[src/rtl/stack_alu_pkg.sv]
// Shared opcode encodings and FSM state type for the handshake stack ALU.
package stack_alu_pkg;

  localparam logic [2:0] OP_NOP  = 3'b000;
  localparam logic [2:0] OP_SUB  = 3'b001;
  localparam logic [2:0] OP_DUP  = 3'b010;
  localparam logic [2:0] OP_SWAP = 3'b011;
  localparam logic [2:0] OP_ADD  = 3'b100;
  localparam logic [2:0] OP_MUL  = 3'b101;
  localparam logic [2:0] OP_PUSH = 3'b110;
  localparam logic [2:0] OP_POP  = 3'b111;

  typedef enum logic {
    IDLE     = 1'b0,
    MUL_BUSY = 1'b1
  } state_t;

endpackage

[src/rtl/stack_alu_mul.sv]
// Iterative signed shift-add multiplier: one multiplier bit per cycle, the
// first iteration happens on the start edge so done rises N cycles later.
module stack_alu_mul #(
  parameter int N = 8
) (
  input  logic           clk,
  input  logic           rst,
  input  logic           start,
  input  logic [N-1:0]   a,
  input  logic [N-1:0]   b,
  output logic [2*N-1:0] product,
  output logic           done
);

  localparam int CW = $clog2(N) + 1;
  localparam logic [CW-1:0] LAST = CW'(N - 1);

  logic           busy;
  logic [2*N-1:0] acc;
  logic [2*N-1:0] mcand;
  logic [N-1:0]   mplier;
  logic [CW-1:0]  cnt;

  logic [2*N-1:0] cur_acc;
  logic [2*N-1:0] cur_mc;
  logic [N-1:0]   cur_mp;
  logic [CW-1:0]  cur_cnt;
  logic [2*N-1:0] addend;
  logic [2*N-1:0] step_acc;

  // The sign bit of the multiplier carries weight -2^(N-1), so the last
  // partial product is subtracted instead of added.
  always_comb begin
    cur_acc = acc;
    cur_mc  = mcand;
    cur_mp  = mplier;
    cur_cnt = cnt;
    if (start) begin
      cur_acc = '0;
      cur_mc  = {{N{a[N-1]}}, a};
      cur_mp  = b;
      cur_cnt = '0;
    end
    addend = '0;
    if (cur_mp[0]) begin
      addend = (cur_cnt == LAST) ? -cur_mc : cur_mc;
    end
    step_acc = cur_acc + addend;
  end

  always_ff @(posedge clk or posedge rst) begin
    if (rst) begin
      busy   <= 1'b0;
      done   <= 1'b0;
      acc    <= '0;
      mcand  <= '0;
      mplier <= '0;
      cnt    <= '0;
    end else begin
      done <= 1'b0;
      if (start || busy) begin
        acc    <= step_acc;
        mcand  <= cur_mc << 1;
        mplier <= cur_mp >> 1;
        cnt    <= cur_cnt + 1'b1;
        busy   <= (cur_cnt != LAST);
        done   <= (cur_cnt == LAST);
      end
    end
  end

  assign product = acc;

endmodule

[src/rtl/stack_alu_hs.sv]
// Handshaked stack ALU with iterative multiply. Define STACK_ALU_SATURATE_EN
// to clamp overflowing ADD/SUB/MUL results instead of wrapping them.
module stack_alu_hs
  import stack_alu_pkg::*;
#(
  parameter int N     = 8,
  parameter int DEPTH = 16
) (
  input  logic                     clk,
  input  logic                     rst,
  input  logic                     in_valid,
  output logic                     in_ready,
  input  logic [2:0]               opcode,
  input  logic [N-1:0]             input_data,
  output logic [N-1:0]             output_data,
  output logic                     out_valid,
  output logic                     overflow,
  output logic                     success,
  output logic [$clog2(DEPTH):0]   depth,
  output logic                     full,
  output logic                     empty
);

  localparam int AW  = $clog2(DEPTH);
  localparam int AW1 = AW + 1;
  localparam logic [AW:0]   DEPTH_MAX = AW1'(DEPTH);
  localparam logic [AW:0]   DEPTH_TWO = AW1'(2);
  localparam logic [AW-1:0] IDX_ONE   = AW'(1);
  localparam logic [AW-1:0] IDX_TWO   = AW'(2);

  state_t state, state_nx;

  logic [N-1:0]   mem [DEPTH];
  logic [AW-1:0]  push_idx, top_idx, sec_idx;
  logic [N-1:0]   t_val, s_val;
  logic           two_ok;

  logic [N:0]     add_full, sub_full, ar_full;
  logic           ar_ovf;
  logic [N-1:0]   ar_res;
  logic [2*N-1:0] mul_prod;
  logic           mul_ovf;
  logic [N-1:0]   mul_res;
  logic           mul_start, mul_done;

  logic           out_valid_nx, ovf_nx, succ_nx;
  logic [N-1:0]   data_nx;
  logic [AW:0]    depth_nx;
  logic           wr_en, wr2_en;
  logic [AW-1:0]  wr_idx, wr2_idx;
  logic [N-1:0]   wr_data, wr2_data;

  // Index arithmetic wraps mod DEPTH, so depth == DEPTH maps top to DEPTH-1.
  assign push_idx = depth[AW-1:0];
  assign top_idx  = push_idx - IDX_ONE;
  assign sec_idx  = push_idx - IDX_TWO;
  assign t_val    = mem[top_idx];
  assign s_val    = mem[sec_idx];
  assign two_ok   = (depth >= DEPTH_TWO);

  assign full     = (depth == DEPTH_MAX);
  assign empty    = (depth == '0);
  assign in_ready = (state == IDLE);

  assign add_full = {s_val[N-1], s_val} + {t_val[N-1], t_val};
  assign sub_full = {s_val[N-1], s_val} - {t_val[N-1], t_val};
  assign ar_full  = (opcode == OP_SUB) ? sub_full : add_full;
  assign ar_ovf   = ar_full[N] ^ ar_full[N-1];
  assign mul_ovf  = (mul_prod != {{N{mul_prod[N-1]}}, mul_prod[N-1:0]});

`ifdef STACK_ALU_SATURATE_EN
  localparam logic [N-1:0] SAT_MAX = {1'b0, {(N-1){1'b1}}};
  localparam logic [N-1:0] SAT_MIN = {1'b1, {(N-1){1'b0}}};

  assign ar_res  = ar_ovf  ? (ar_full[N]        ? SAT_MIN : SAT_MAX) : ar_full[N-1:0];
  assign mul_res = mul_ovf ? (mul_prod[2*N-1]   ? SAT_MIN : SAT_MAX) : mul_prod[N-1:0];
`else
  assign ar_res  = ar_full[N-1:0];
  assign mul_res = mul_prod[N-1:0];
`endif

  stack_alu_mul #(.N(N)) u_mul (
    .clk     (clk),
    .rst     (rst),
    .start   (mul_start),
    .a       (s_val),
    .b       (t_val),
    .product (mul_prod),
    .done    (mul_done)
  );

  // Completion status is held between completions; an illegal command only
  // clears success and overflow and leaves the stack and output_data alone.
  always_comb begin
    state_nx     = state;
    out_valid_nx = 1'b0;
    data_nx      = output_data;
    ovf_nx       = overflow;
    succ_nx      = success;
    depth_nx     = depth;
    wr_en        = 1'b0;
    wr_idx       = '0;
    wr_data      = '0;
    wr2_en       = 1'b0;
    wr2_idx      = '0;
    wr2_data     = '0;
    mul_start    = 1'b0;
    case (state)
      IDLE: begin
        if (in_valid) begin
          out_valid_nx = 1'b1;
          succ_nx      = 1'b1;
          ovf_nx       = 1'b0;
          case (opcode)
            OP_NOP: begin
            end
            OP_PUSH: begin
              if (full) begin
                succ_nx = 1'b0;
              end else begin
                wr_en    = 1'b1;
                wr_idx   = push_idx;
                wr_data  = input_data;
                depth_nx = depth + 1'b1;
                data_nx  = input_data;
              end
            end
            OP_POP: begin
              if (empty) begin
                succ_nx = 1'b0;
              end else begin
                depth_nx = depth - 1'b1;
                data_nx  = t_val;
              end
            end
            OP_DUP: begin
              if (full || empty) begin
                succ_nx = 1'b0;
              end else begin
                wr_en    = 1'b1;
                wr_idx   = push_idx;
                wr_data  = t_val;
                depth_nx = depth + 1'b1;
                data_nx  = t_val;
              end
            end
            OP_SWAP: begin
              if (!two_ok) begin
                succ_nx = 1'b0;
              end else begin
                wr_en    = 1'b1;
                wr_idx   = top_idx;
                wr_data  = s_val;
                wr2_en   = 1'b1;
                wr2_idx  = sec_idx;
                wr2_data = t_val;
                data_nx  = s_val;
              end
            end
            OP_ADD, OP_SUB: begin
              if (!two_ok) begin
                succ_nx = 1'b0;
              end else begin
                wr_en    = 1'b1;
                wr_idx   = sec_idx;
                wr_data  = ar_res;
                depth_nx = depth - 1'b1;
                data_nx  = ar_res;
                ovf_nx   = ar_ovf;
              end
            end
            OP_MUL: begin
              if (!two_ok) begin
                succ_nx = 1'b0;
              end else begin
                out_valid_nx = 1'b0;
                succ_nx      = success;
                ovf_nx       = overflow;
                mul_start    = 1'b1;
                state_nx     = MUL_BUSY;
              end
            end
            default: begin
            end
          endcase
        end
      end
      MUL_BUSY: begin
        if (mul_done) begin
          state_nx     = IDLE;
          out_valid_nx = 1'b1;
          succ_nx      = 1'b1;
          ovf_nx       = mul_ovf;
          data_nx      = mul_res;
          wr_en        = 1'b1;
          wr_idx       = sec_idx;
          wr_data      = mul_res;
          depth_nx     = depth - 1'b1;
        end
      end
      default: begin
        state_nx = IDLE;
      end
    endcase
  end

  always_ff @(posedge clk or posedge rst) begin
    if (rst) begin
      state <= IDLE;
    end else begin
      state <= state_nx;
    end
  end

  always_ff @(posedge clk or posedge rst) begin
    if (rst) begin
      out_valid   <= 1'b0;
      output_data <= '0;
      overflow    <= 1'b0;
      success     <= 1'b0;
      depth       <= '0;
    end else begin
      out_valid   <= out_valid_nx;
      output_data <= data_nx;
      overflow    <= ovf_nx;
      success     <= succ_nx;
      depth       <= depth_nx;
    end
  end

  // Stack storage carries no reset; occupancy alone defines valid entries.
  always_ff @(posedge clk) begin
    if (wr_en) begin
      mem[wr_idx] <= wr_data;
    end
    if (wr2_en) begin
      mem[wr2_idx] <= wr2_data;
    end
  end

endmodule

[config.mk]
export PLATFORM = sky130hd
export DESIGN_NAME = stack_alu_hs
export DESIGN_NICKNAME = d
export VERILOG_FILES = /design/src/rtl/stack_alu_pkg.sv /design/src/rtl/stack_alu_mul.sv /design/src/rtl/stack_alu_hs.sv
export SDC_FILE = /design/constraint.sdc
export NUM_CORES = 1
export LEC_CHECK = 0
export ABC_AREA = 1
export BUFFER_PORTS_ARGS = -buffer_cell sky130_fd_sc_hd__buf_2
export CAP_MARGIN = 40
export CORE_MARGIN = 2
export CORE_UTILIZATION = 45
export CTS_BUF_LIST = sky130_fd_sc_hd__clkbuf_8 sky130_fd_sc_hd__clkbuf_16
export CTS_CLUSTER_DIAMETER = 200
export DETAILED_ROUTE_END_ITERATION = 10
export GPL_TIMING_DRIVEN = 0
export HOLD_SLACK_MARGIN = 0.03
export SLEW_MARGIN = 30
export SYNTH_ARGS = -nofsm -noshare
export SYNTH_HDL_FRONTEND = slang
export SYNTH_SLANG_ARGS = --single-unit
export TNS_END_PERCENT = 100
[constraint.sdc]
create_clock -name clk -period 6.5 [get_ports clk]
set_input_delay 1.3 -clock clk [delete_from_list [all_inputs] [get_ports clk]]
set_output_delay 1.3 -clock clk [all_outputs]
set_load 0.02 [all_outputs]
==> flow_summary.ini <==
[timing]
setup-tns-final_ns = 0
fin_hold_ws_ns = 0.489
period_needed_ns = 6.36
finClkSkew_ns = 0.0134
hold_viol = 0
setup_viol = 0
fin_ws_ns = 0.138
finalCritPeriodShare = 0.979
fmax_mhz = 157
rsz0062_at_grt = true
slew_violations = 0
worst_slew_pin_slew_ns = 0.913
maxSlewHeadroom = 0.391

[routing]
vias_per_cell = 5.87
drt_wl_total_um = 54800
vias = 13930
wire_per_inst_um = 23.1
dr.pass1.iters = 11
drc = 2
drt-initial-drc-count = 2151
drtAntennaViolNets = 0

[cells_and_area]
finalNonFillerCells = 2373
nNetsFinal = 2013
drive_gt1_frac = 0.116
nFillCells = 3061
area_delta_synth_final_pct = 10.5
diodes = 0

[logic_synthesis]
synth_cell_type_count = 60
ys_seq_area_frac = 0.389
syn-instance-count = 1900
synth.avg_cell_area_um2 = 7.26
synth_area_um2 = 13800
ys_ff_latch = 189
yosys_warnings = 0
syn_nets = 1949

[floorplan]
die_area_um2 = 32100
die_h_um = 179
num_rows = 64
die_w_um = 179
num_io_pins = 33
coreArea_um2 = 30300
initial_core_util = 0.454

[pwr]
leakage_uw = 0.00673
p_total_uw = 9710
power_density_nw_per_um2 = 638
ir_worst_vdd_mv = 0.411

[placed_design]
dp.cells = 2333
place_ws_ns = -0.0680
portBuffers = 32
hpwl_um = 40500
gp_congestion = 1.02

[setup_path]
crit_type = register to register
critPathArrivalTime_ns = 6.70
worstReg2RegStart = depth[0]$_DFFE_PP0P_
start_kind = register
cp_slowest_stage_delay_ns = 0.49
critical_path_required_ns = 6.84
cp_slowest_cell = fa_1
crit_start = depth[0]$_DFFE_PP0P_
critPathMostFrequentCell = nand2_1
end_kind = register
path_max_fanout = 12

[global_route]
grt_pass1_vias = 12732
grt_pass1_wl_um = 80400
grt_usage = 0.348
grt_remaining_overflow = 0
antenna_found_initial = 0
grt_max_degree = 49

[hold_path]
hold_path.startpoint = u_mul.mcand[5]$_DFFE_PP0P_
hold_path.class = register to register

[status]
violations = design-rule violations
outcome = finished, violations left

[cts]
cts_tree = built
clk_pin_slew_ns = 0.08
htree_levels = 4
numClockSinks = 189
clock_latency_ns = 0.47
cts_made_buffers = 17
ctsRootBufferMaster = clkbuf_16
ctsHoldBuffers = 0
cts.path.max_buffers = 2

[run]
drv_cap = 0
[state kept, by name (all words and copies together), names as in the netlist, 4 cells and up]
register and flops:
depth 5, mem 128, output_data 8, u_mul.cnt 4, u_mul.mcand 15, u_mul.mplier 7
u_mul.product 16
[cell usage in the layout, fill, tap and decap left out, types with 5 or more instances in the layout]
cell type	count
nand3_1	144
inv_1	221
ha_1	33
buf_6	11
nand2_2	12
o211ai_1	22
buf_2	73
nor2_2	7
o22ai_2	5
inv_6	5
o22ai_1	21
a21oi_1	108
edfxtp_1	128
xor2_1	17
nand2_1	515
nor2_1	108
nand4_1	6
inv_2	12
clkbuf_1	24
buf_4	29
nand3_2	5
o21ai_1	75
clkbuf_4	5
nand2_4	5
dfrtp_1	61
inv_4	5
o21ai_0	201
a31oi_1	12
nor3_1	12
clkbuf_16	17
[final timing paths]
kind                                               end  depth (start not counted)  slack, ns
max                                mem[0][6]$_DFFE_PP_                         30       0.14
min                         u_mul.mcand[5]$_DFFE_PP0P_                          2       0.49
max reg2reg                        mem[0][6]$_DFFE_PP_                         30       0.14
min reg2reg                 u_mul.mcand[5]$_DFFE_PP0P_                          2       0.49
max in group asynchronous  u_mul.mcand[10]$_DFFE_PP0P_                          3       5.24
min in group asynchronous          out_valid$_DFF_PP0_                          2       0.75
[cells by family (layout without fill, tap and decap cells)]
kind of cell | count (synthesis) | in the layout | share of synthesized area
compound gates | 469 | 469 | 0.187
xor+xnor | 23 | 23 | 0.0165
fa+ha+maj | 35 | 35 | 0.0328
buf+inv | 344 | 421 | 0.110
flops | 189 | 189 | 0.389
simple gates | 840 | 840 | 0.265
[where the power goes]
group | switching, uW | internal (uW) | total [uW]
sequential | 132 | 1560 | 1690
combinational | 4730 | 2180 | 6910
clock | 536 | 582 | 1120
[what timing repair did]
action	CTS	global route
setup buffers	0	7
pin swaps	0	2
gates resized for setup	1	8
endpoints found under the setup margin	10	56
[layout make-up]
class,count,area (um^2),area share
Buffer,102,607,0.0398
Clock buffer,17,425,0.0279
Clock inverter,15,176,0.0116
Inverter,240,913,0.0600
Multi-Input combinational cell,1367,6940,0.455
Sequential cell,189,5370,0.353
Tap cell,396,495,0.0325
Timing Repair Buffer,47,309,0.0203
[metal layers]
layer | GRT usage | wire length [um]
met1 | 0.448 | 21700
met2 | 0.556 | 24900
met3 | 0.0725 | 5400
met4 | 0.174 | 2690
met5 | 0 | 0
[worst max-delay path, delay by kind of cell, from the launching register on]
family / cells / cell delay (ns)
buffers and inverters: 9 / 2.16
AO/OA/AOI/OAI: 10 / 1.81
adder cells (fa/ha/maj): 3 / 1.00
AND/OR/NAND/NOR: 7 / 0.71
flip-flops: 1 / 0.41
XOR/XNOR: 1 / 0.08
[synth_stat cells (all sizes together)]
| master | n | area, um^2 |
|---|---|---|
| a21boi | 4 | 30.0 |
| a21o | 1 | 7.51 |
| a21oi | 109 | 549 |
| a31o | 1 | 8.76 |
| a31oi | 12 | 75.1 |
| a32oi | 1 | 8.76 |
| and2 | 1 | 6.26 |
| buf | 77 | 507 |
| clkbuf | 27 | 101 |
| clkinv | 2 | 7.51 |
| dfrtp | 61 | 1530 |
| edfxtp | 128 | 3840 |
| fa | 2 | 40.0 |
| ha | 33 | 413 |
| inv | 238 | 903 |
| nand2 | 534 | 2100 |
| nand3 | 149 | 771 |
| nand3b | 4 | 30.0 |
| nand4 | 8 | 62.6 |
| nor2 | 120 | 523 |
| nor3 | 14 | 86.3 |
| nor4 | 4 | 25.0 |
| o2111ai | 3 | 26.3 |
| o211ai | 22 | 165 |
| o21a | 1 | 7.51 |
| o21ai | 277 | 1390 |
| o21bai | 3 | 22.5 |
| o221ai | 2 | 17.5 |
| o22a | 1 | 8.76 |
| o22ai | 28 | 219 |
| o31ai | 2 | 20.0 |
| o32ai | 2 | 17.5 |
| or2 | 6 | 40.0 |
| xnor2 | 5 | 62.6 |
| xor2 | 18 | 165 |
[metrics by stage]
step | utilization | area [um^2]
2_1_floorplan | - | 13800
3_3_place_gp | 0.476 | 14400
3_5_place_dp | 0.478 | 14500
4_1_cts | 0.498 | 15100
5_1_grt | 0.502 | 15200
6_report | 0.502 | 15200
(Power assumes the default switching activity.)
